<file path="src/rtl/inc_stage_pkg.sv">
// Shared definitions for the INC output stage: FSM state encoding and width.
package inc_stage_pkg;

  localparam int STATE_W = 2;

  typedef enum logic [STATE_W-1:0] {
    ST_EMPTY = 2'd0,
    ST_ONE   = 2'd1,
    ST_FULL  = 2'd2
  } state_t;

endpackage

</file>
<file path="src/rtl/inc_stage_entry.sv">
// One buffer slot: data register plus optional wrap flag, loaded on enable.
// The wrap flag is only stored when INC_SKID_WRAP_DETECT_EN is defined.
module inc_stage_entry #(
  parameter int DATAWIDTH = 2
) (
  input  logic                 clk,
  input  logic                 rst,
  input  logic                 load,
  input  logic [DATAWIDTH-1:0] data_d,
  input  logic                 wrap_d,
  output logic [DATAWIDTH-1:0] data_q,
  output logic                 wrap_q
);

  logic [DATAWIDTH-1:0] data_reg;

  always_ff @(posedge clk or posedge rst) begin
    if (rst) begin
      data_reg <= '0;
    end else if (load) begin
      data_reg <= data_d;
    end
  end

  assign data_q = data_reg;

`ifdef INC_SKID_WRAP_DETECT_EN
  logic wrap_reg;

  always_ff @(posedge clk or posedge rst) begin
    if (rst) begin
      wrap_reg <= 1'b0;
    end else if (load) begin
      wrap_reg <= wrap_d;
    end
  end

  assign wrap_q = wrap_reg;
`else
  logic unused_wrap;
  assign unused_wrap = wrap_d;
  assign wrap_q      = 1'b0;
`endif

endmodule

</file>
<file path="src/rtl/inc_skid_stage.sv">
// Registered 2-entry valid/ready skid stage after the INC incrementer, with pop counter.
// Optional per-entry wrap flag when INC_SKID_WRAP_DETECT_EN is defined.
module inc_skid_stage
  import inc_stage_pkg::*;
#(
  parameter int DATAWIDTH = 2
) (
  input  logic                 clk,
  input  logic                 rst,
  input  logic [DATAWIDTH-1:0] in_data,
  input  logic                 in_valid,
  output logic                 in_ready,
  output logic [DATAWIDTH-1:0] out_data,
  output logic                 out_valid,
  input  logic                 out_ready,
  output logic                 out_wrap,
  output logic [DATAWIDTH-1:0] xfer_count
);

  state_t               state_reg;
  logic                 in_ready_reg;
  logic                 out_valid_reg;
  logic [DATAWIDTH-1:0] xfer_count_reg;

  logic                 push, pop;
  logic                 main_load, skid_load;
  logic [DATAWIDTH-1:0] main_d, main_q, skid_q;
  logic                 main_wrap_d, main_wrap_q, skid_wrap_q;
  logic                 in_wrap;

  assign push = in_valid & in_ready_reg;
  assign pop  = out_valid_reg & out_ready;

  // INC only yields zero from an all-ones operand, so zero marks a wrap.
  assign in_wrap = (in_data == '0);

  assign main_load = ((state_reg == ST_EMPTY) & push) |
                     ((state_reg == ST_ONE) & push & pop) |
                     ((state_reg == ST_FULL) & pop);
  assign skid_load = (state_reg == ST_ONE) & push & ~pop;

  // Main refills from the skid slot when draining out of FULL.
  assign main_d      = (state_reg == ST_FULL) ? skid_q : in_data;
  assign main_wrap_d = (state_reg == ST_FULL) ? skid_wrap_q : in_wrap;

  always_ff @(posedge clk or posedge rst) begin
    if (rst) begin
      state_reg      <= ST_EMPTY;
      in_ready_reg   <= 1'b0;
      out_valid_reg  <= 1'b0;
      xfer_count_reg <= '0;
    end else begin
      if (pop) begin
        xfer_count_reg <= xfer_count_reg + 1'b1;
      end
      case (state_reg)
        ST_EMPTY: begin
          in_ready_reg <= 1'b1;
          if (push) begin
            state_reg     <= ST_ONE;
            out_valid_reg <= 1'b1;
          end else begin
            out_valid_reg <= 1'b0;
          end
        end
        ST_ONE: begin
          if (push && !pop) begin
            state_reg     <= ST_FULL;
            in_ready_reg  <= 1'b0;
            out_valid_reg <= 1'b1;
          end else if (!push && pop) begin
            state_reg     <= ST_EMPTY;
            in_ready_reg  <= 1'b1;
            out_valid_reg <= 1'b0;
          end else begin
            in_ready_reg  <= 1'b1;
            out_valid_reg <= 1'b1;
          end
        end
        ST_FULL: begin
          out_valid_reg <= 1'b1;
          if (pop) begin
            state_reg    <= ST_ONE;
            in_ready_reg <= 1'b1;
          end else begin
            in_ready_reg <= 1'b0;
          end
        end
        default: begin
          state_reg     <= ST_EMPTY;
          in_ready_reg  <= 1'b1;
          out_valid_reg <= 1'b0;
        end
      endcase
    end
  end

  inc_stage_entry #(.DATAWIDTH(DATAWIDTH)) u_main (
    .clk    (clk),
    .rst    (rst),
    .load   (main_load),
    .data_d (main_d),
    .wrap_d (main_wrap_d),
    .data_q (main_q),
    .wrap_q (main_wrap_q)
  );

  inc_stage_entry #(.DATAWIDTH(DATAWIDTH)) u_skid (
    .clk    (clk),
    .rst    (rst),
    .load   (skid_load),
    .data_d (in_data),
    .wrap_d (in_wrap),
    .data_q (skid_q),
    .wrap_q (skid_wrap_q)
  );

  assign in_ready   = in_ready_reg;
  assign out_valid  = out_valid_reg;
  assign out_data   = main_q;
  assign out_wrap   = main_wrap_q & out_valid_reg;
  assign xfer_count = xfer_count_reg;

endmodule
</file>
<file path="config.mk">
export PLATFORM = sky130hd
export DESIGN_NAME = inc_skid_stage
export DESIGN_NICKNAME = d
export VERILOG_FILES = /design/src/rtl/inc_stage_pkg.sv /design/src/rtl/inc_stage_entry.sv /design/src/rtl/inc_skid_stage.sv
export SDC_FILE = /design/constraint.sdc
export NUM_CORES = 1
export LEC_CHECK = 0
export BUFFER_PORTS_ARGS = -buffer_cell sky130_fd_sc_hd__clkbuf_2
export CORE_AREA = 2 2 39 41
export CTS_CLUSTER_SIZE = 8
export DETAILED_ROUTE_END_ITERATION = 6
export DIE_AREA = 0 0 41 43
export SLEW_MARGIN = 25
export SYNTH_ARGS = -nofsm -noshare
export SYNTH_HDL_FRONTEND = slang
export SYNTH_SLANG_ARGS = --single-unit
</file>
<file path="constraint.sdc">
create_clock -name clk -period 1.8 [get_ports clk]
set_input_delay 0.09 -clock clk [delete_from_list [all_inputs] [get_ports clk]]
set_output_delay 0.09 -clock clk [all_outputs]
set_load 0.005 [all_outputs]
</file>
Word level (Yosys, flattened, before mapping)
Index checks and enable logic that the tools add are counted.
{ "op_classes": {"eq_ne": 5, "addsub": 1, "bitwise_logic": 10, "muxes": 13, "reduce_logical": 6} }
{ "op_table": {"columns": ["op", "count"], "rows": [
  ["two-way mux 2 bit", 5],
  ["AND 1 bit", 7],
  ["one-hot mux 2 bit (3 select lines)", 1],
  ["two-way mux 1 bit", 5],
  ["!= test 2 bit (second input constant)", 2],
  ["!= test 3 x 1 -> 1 bit (second input constant)", 1],
  ["one-hot mux 1 bit (3 select lines)", 1],
  ["AND reduction 3 bit", 1],
  ["adder 2 x 1 -> 2 bit (second input constant)", 1],
  ["equality test 2 x 1 -> 1 bit (second input constant)", 1],
  ["equality test 2 bit (second input constant)", 1],
  ["logical AND 1 bit", 2],
  ["logical NOT 1 bit", 2],
  ["logical NOT 2 bit", 1],
  ["bitwise OR 1 bit", 2],
  ["one-hot mux 1 bit (2 select lines)", 1],
  ["inverter 1 bit", 1]
]} }
{ "word_totals": {"inputBits": 6, "regBits": 10, "elab_cells": 41} }

Logic depth before layout (Yosys ltp)
{ "logic_depth": {"word_depth": 6, "ltp_mapped": 6, "ltp_nobuf": 6} }

Modules after synthesis
A second synthesis with hierarchy kept.
{ "hier_totals": {"cells_unflattened": 58, "hier_area_um2": 596.8} }
{ "by_module_without_submodules": {"columns": ["module", "seq_area_each_um2", "n_inst", "cells_per_inst", "area_per_inst_um2"], "rows": [
  ["inc_skid_stage", 150.1, 1, 44, 421.7],
  ["inc_stage_entry", 50.0, 2, 7, 87.6]
]} }

Worst setup path after synthesis
OpenSTA, ideal clock, no wires.
{ "synth_path": {"path_kind": "register to register", "from": "reg state_reg[1]", "to": "reg u_main.data_reg[0] (netlist: u_main.data_q[0])", "setup_time_ps": 127, "t_arrival_ps": 1383, "required_time_ps": 1673, "path_stages_with_launch": 6, "n_path_buf": 0, "setup_slack_ps": 289, "cell_sequence": "dfrtp_1 inv_1 ha_1 inv_2 o311a_1 mux2_1"} }
{ "synth_via": {"elab_chain_cells": 5, "elab_cells_between_ends": 10} }
{ "synth_rtl": {"columns": ["item", "line_no", "source"], "rows": [
  ["start, declared", "inc_skid_stage.sv:20", "state_t state_reg;"],
  ["start signal, assigned", "inc_skid_stage.sv:48", "state_reg <= ST_EMPTY;"],
  ["start signal, assigned", "inc_skid_stage.sv:60", "state_reg <= ST_ONE;"],
  ["start signal, assigned", "inc_skid_stage.sv:68", "state_reg <= ST_FULL;"],
  ["equality test 2 x 1 -> 1 bit", "inc_skid_stage.sv:38", "((state_reg == ST_ONE) & push & pop) |"],
  ["AND 1 bit (2 in a row)", "inc_skid_stage.sv:38", null],
  ["bitwise OR 1 bit", "inc_skid_stage.sv:37", "assign main_load = ((state_reg == ST_EMPTY) & push) |"],
  ["bitwise OR 1 bit", "inc_skid_stage.sv:38", null],
  ["end signal, assigned", "inc_stage_entry.sv:21", "data_reg <= data_d;"],
  ["end, declared", "inc_stage_entry.sv:15", "logic [DATAWIDTH-1:0] data_reg;"]
]} }
Several ways; a longest one is shown, not always the timed one.
A chain may end at the register's enable or synchronous reset.

Worst setup path in the final report
{ "layout_path": {"from": "reg state_reg[1]", "to": "reg u_main.data_reg[1] (netlist: u_main.data_q[1])"} }
The elaborated chain is that of the path after synthesis.

==> impl_metrics.json <==
{
  "synth_top_area_share_pct": 45.4,
  "path_delay_family": "flip-flops",
  "cp-start-kind": "flop",
  "cts_hold_buf": 1,
  "start_util_pct": 39.9,
  "crit_path_end": "u_main.data_q[1]",
  "grt_max_degree": 11,
  "power_uw": 1100,
  "clk_latency_ns": 0.27,
  "r2r_setup_slack_ns": 0.14,
  "grt_remaining_overflow": 0,
  "grt_pass1_wl_mm": 1.55,
  "fin_tns_setup_ns": 0,
  "ctsHtreeMaxLevel": 1,
  "finalCritPeriodShare_pct": 92.4,
  "cts_buffers": 3,
  "portBuffers": 11,
  "wire_per_inst_um": 11.5,
  "seqPwrFrac_pct": 38.0,
  "cp_slowest_cell": "dfrtp_1",
  "power.switching_uw": 388,
  "peakVddDrop_v": 0.000784,
  "cts_sinks": 10,
  "via_per_inst": 4.87,
  "netlist_instances": 52,
  "timing.rr.start": "state_reg[1]",
  "antenna_found_initial": 0,
  "met2_usage_pct": 23.4,
  "multi_input_area_um2": 268,
  "max_stage_delay_ns": 0.43,
  "drv_slew": 0,
  "seq_area_um2": 250,
  "yosysSeqAreaShare_pct": 45.4,
  "gp_congestion": 0.749,
  "cts_tree": "done",
  "rsz0062_at_grt": "no",
  "nets": 77,
  "setup_viol": 0,
  "yosysUniqueCellTypes": 23,
  "crit_chain": "inv_1 -> ha_1 -> inv_2 -> o311a_1 -> mux2_1",
  "synth_top_cell_by_area": "dfrtp_1",
  "ctsResizeCount": 0,
  "final_layout_size_suffix_gt1_share_pct": 33.3,
  "arrival_ns": 1.81,
  "synth_fp_nets": 62,
  "switching_share_pct": 35.3,
  "yosysWarnings": 0,
  "cp_max_fo": 5,
  "syn-mean-instance-area_um2": 10.6,
  "clock-root-buffer": "clkbuf_4",
  "leakage_uw": 0.000322,
  "finalCriticalPeriod_ns": 1.66,
  "post-route-drc-count": 0,
  "intPower_uw": 710,
  "dieHeight_um": 43,
  "ys_seq_elements": 10,
  "cts_setup_buffers": 0,
  "worstRegToRegCells": 5,
  "drt-total-wl_um": 941,
  "fp-row-count": 14,
  "antenna_left": 0,
  "clk_pin_slew_ns": 0.06,
  "areaGrowthSynthToFinish_pct": 18.6,
  "max_freq_mhz": 601,
  "crit_required_ns": 1.94,
  "powerDensity_mw_per_mm2": 1680,
  "grt_use_met1_pct": 12.4,
  "hold_path_class": "input pin to flop",
  "critPathBufInv": 2,
  "dieArea_mm2": 0.00176,
  "dp_hpwl_um": 744,
  "dr_total_vias": 399,
  "synth_area_um2": 552,
  "grtUsageTotal_pct": 14.4,
  "hold_violations": 0,
  "core_area_mm2": 0.00138,
  "dr.pass1.iters": 2,
  "p_comb_share_pct": 43.9,
  "outcome": "finished clean",
  "grt_use_met3_pct": 9.42,
  "cp-startpoint": "state_reg[1]",
  "diodes": 0,
  "end_kind": "flop",
  "nFillCells": 127,
  "die_x_um": 41,
  "cap_violations": 0,
  "top_usage_layer": "met2",
  "first_iter_violations": 6,
  "yosys-top-cells-area": "dfrtp_1, ha_1, mux2_2, nand2_1, mux2_1",
  "cts_buffer_depth": 2,
  "io_pins": 13,
  "clkPwrFrac_pct": 18.2,
  "critPathKind": "flop to flop",
  "grt_pass1_vias": 406,
  "r2r-end": "u_main.data_q[1]",
  "path_depth": 5,
  "fin_worst_skew_ns": 0.00611
}
## logic make-up (layout without fill, tap and decap cells)
group                      after synthesis  after routing  share of synthesized area (%)
and+or+nand+nor                         13             13                           10.4
DFF                                     10             10                           45.4
AOI/OAI and AO/OA                        9              9                           11.1
muxes                                    7              7                           14.1
buffers and inverters                    6             20                           6.12
adders and majority gates                4              4                           9.07
xor gates and xnor gates                 2              2                           3.18
other                                    1              1                          0.680
## per-layer routing
layer | vias to the layer above | share of wire (%)
met5 | - | 0
met4 | 0 | 1.2
met3 | 2 | 5.4
met2 | 10 | 52
met1 | 184 | 42
li1 | 203 | -
## area by class of cell
class                   count  share of cell area (%)
well taps                  16                    3.06
inverters                   4                    2.29
flip-flops and latches     10                    38.2
clock buffers               4                    5.54
repair buffers             12                    9.94
multi-input cells          36                    40.9
## placed cells by master (no fill, tap or decap)
master / netlist / layout
o311a_1: 1 / 1
a2bb2oi_1: 1 / 1
mux2_1: 2 / 2
o21bai_1: 1 / 1
clkbuf_4: 0 / 3
nand2_2: 1 / 1
a31oi_1: 1 / 1
mux2_2: 4 / 4
nand2_1: 7 / 7
a22o_1: 1 / 1
clkbuf_2: 0 / 11
dfrtp_1: 10 / 10
inv_2: 1 / 1
conb_1: 1 / 1
xnor2_1: 2 / 2
o21ai_0: 2 / 2
and2_2: 1 / 1
dlygate4sd3_1: 0 / 1
nor2_1: 2 / 2
a21oi_1: 2 / 2
clkbuf_8: 0 / 1
mux2i_1: 1 / 1
inv_1: 3 / 3
nand3_1: 2 / 2
ha_1: 4 / 4
## metrics by stage
stage | instances | instance area (µm²) | utilization [%] | setup slack, ns | hold WS (ns)
global placement | 77 | 608 | 43.9 | 0.182 | 0.0636
CTS | 82 | 654 | 47.3 | 0.125 | 0.0636
global route | 82 | 654 | 47.3 | 0.0781 | 0.0628
floorplan | 52 | 552 | - | 0.289 | -0.0698
detailed placement | 77 | 608 | 43.9 | 0.134 | 0.0672
finish | 82 | 654 | 47.3 | 0.136 | 0.0691
## how the worst min path moves through the flow
stage	from	slack [ns]	to	depth (start not counted)
after detailed placement	rst	0.07	in_ready	2
after floorplan	rst	-0.07	in_ready	1
final	in_data[1]	0.07	u_skid.data_q[1]	2
after global routing	in_data[1]	0.06	u_skid.data_q[1]	2
after CTS	in_data[1]	0.06	u_skid.data_q[1]	2
after global placement	rst	0.06	in_ready	2
## Yosys cell counts
cell type  instances
nand3_1            2
ha_1               4
a21oi_1            2
buf_4              1
mux2_2             4
xnor2_1            2
nor2_1             2
a31oi_1            1
mux2i_1            1
conb_1             1
o21ai_0            2
inv_1              3
a2bb2oi_1          1
mux2_1             2
inv_2              1
nand2_1            7
dfrtp_1           10
buf_6              1
a22o_1             1
o311a_1            1
and2_2             1
o21bai_1           1
nand2_2            1
## power groups by stage
stage	registers [µW]	clock network, µW	logic, µW
2_1_floorplan	418	0	353
3_3_place_gp	416	0	484
3_5_place_dp	422	0	492
4_1_cts	418	208	494
5_1_grt	435	224	546
6_report	417	199	481
Power figures use the tool's default switching activity.
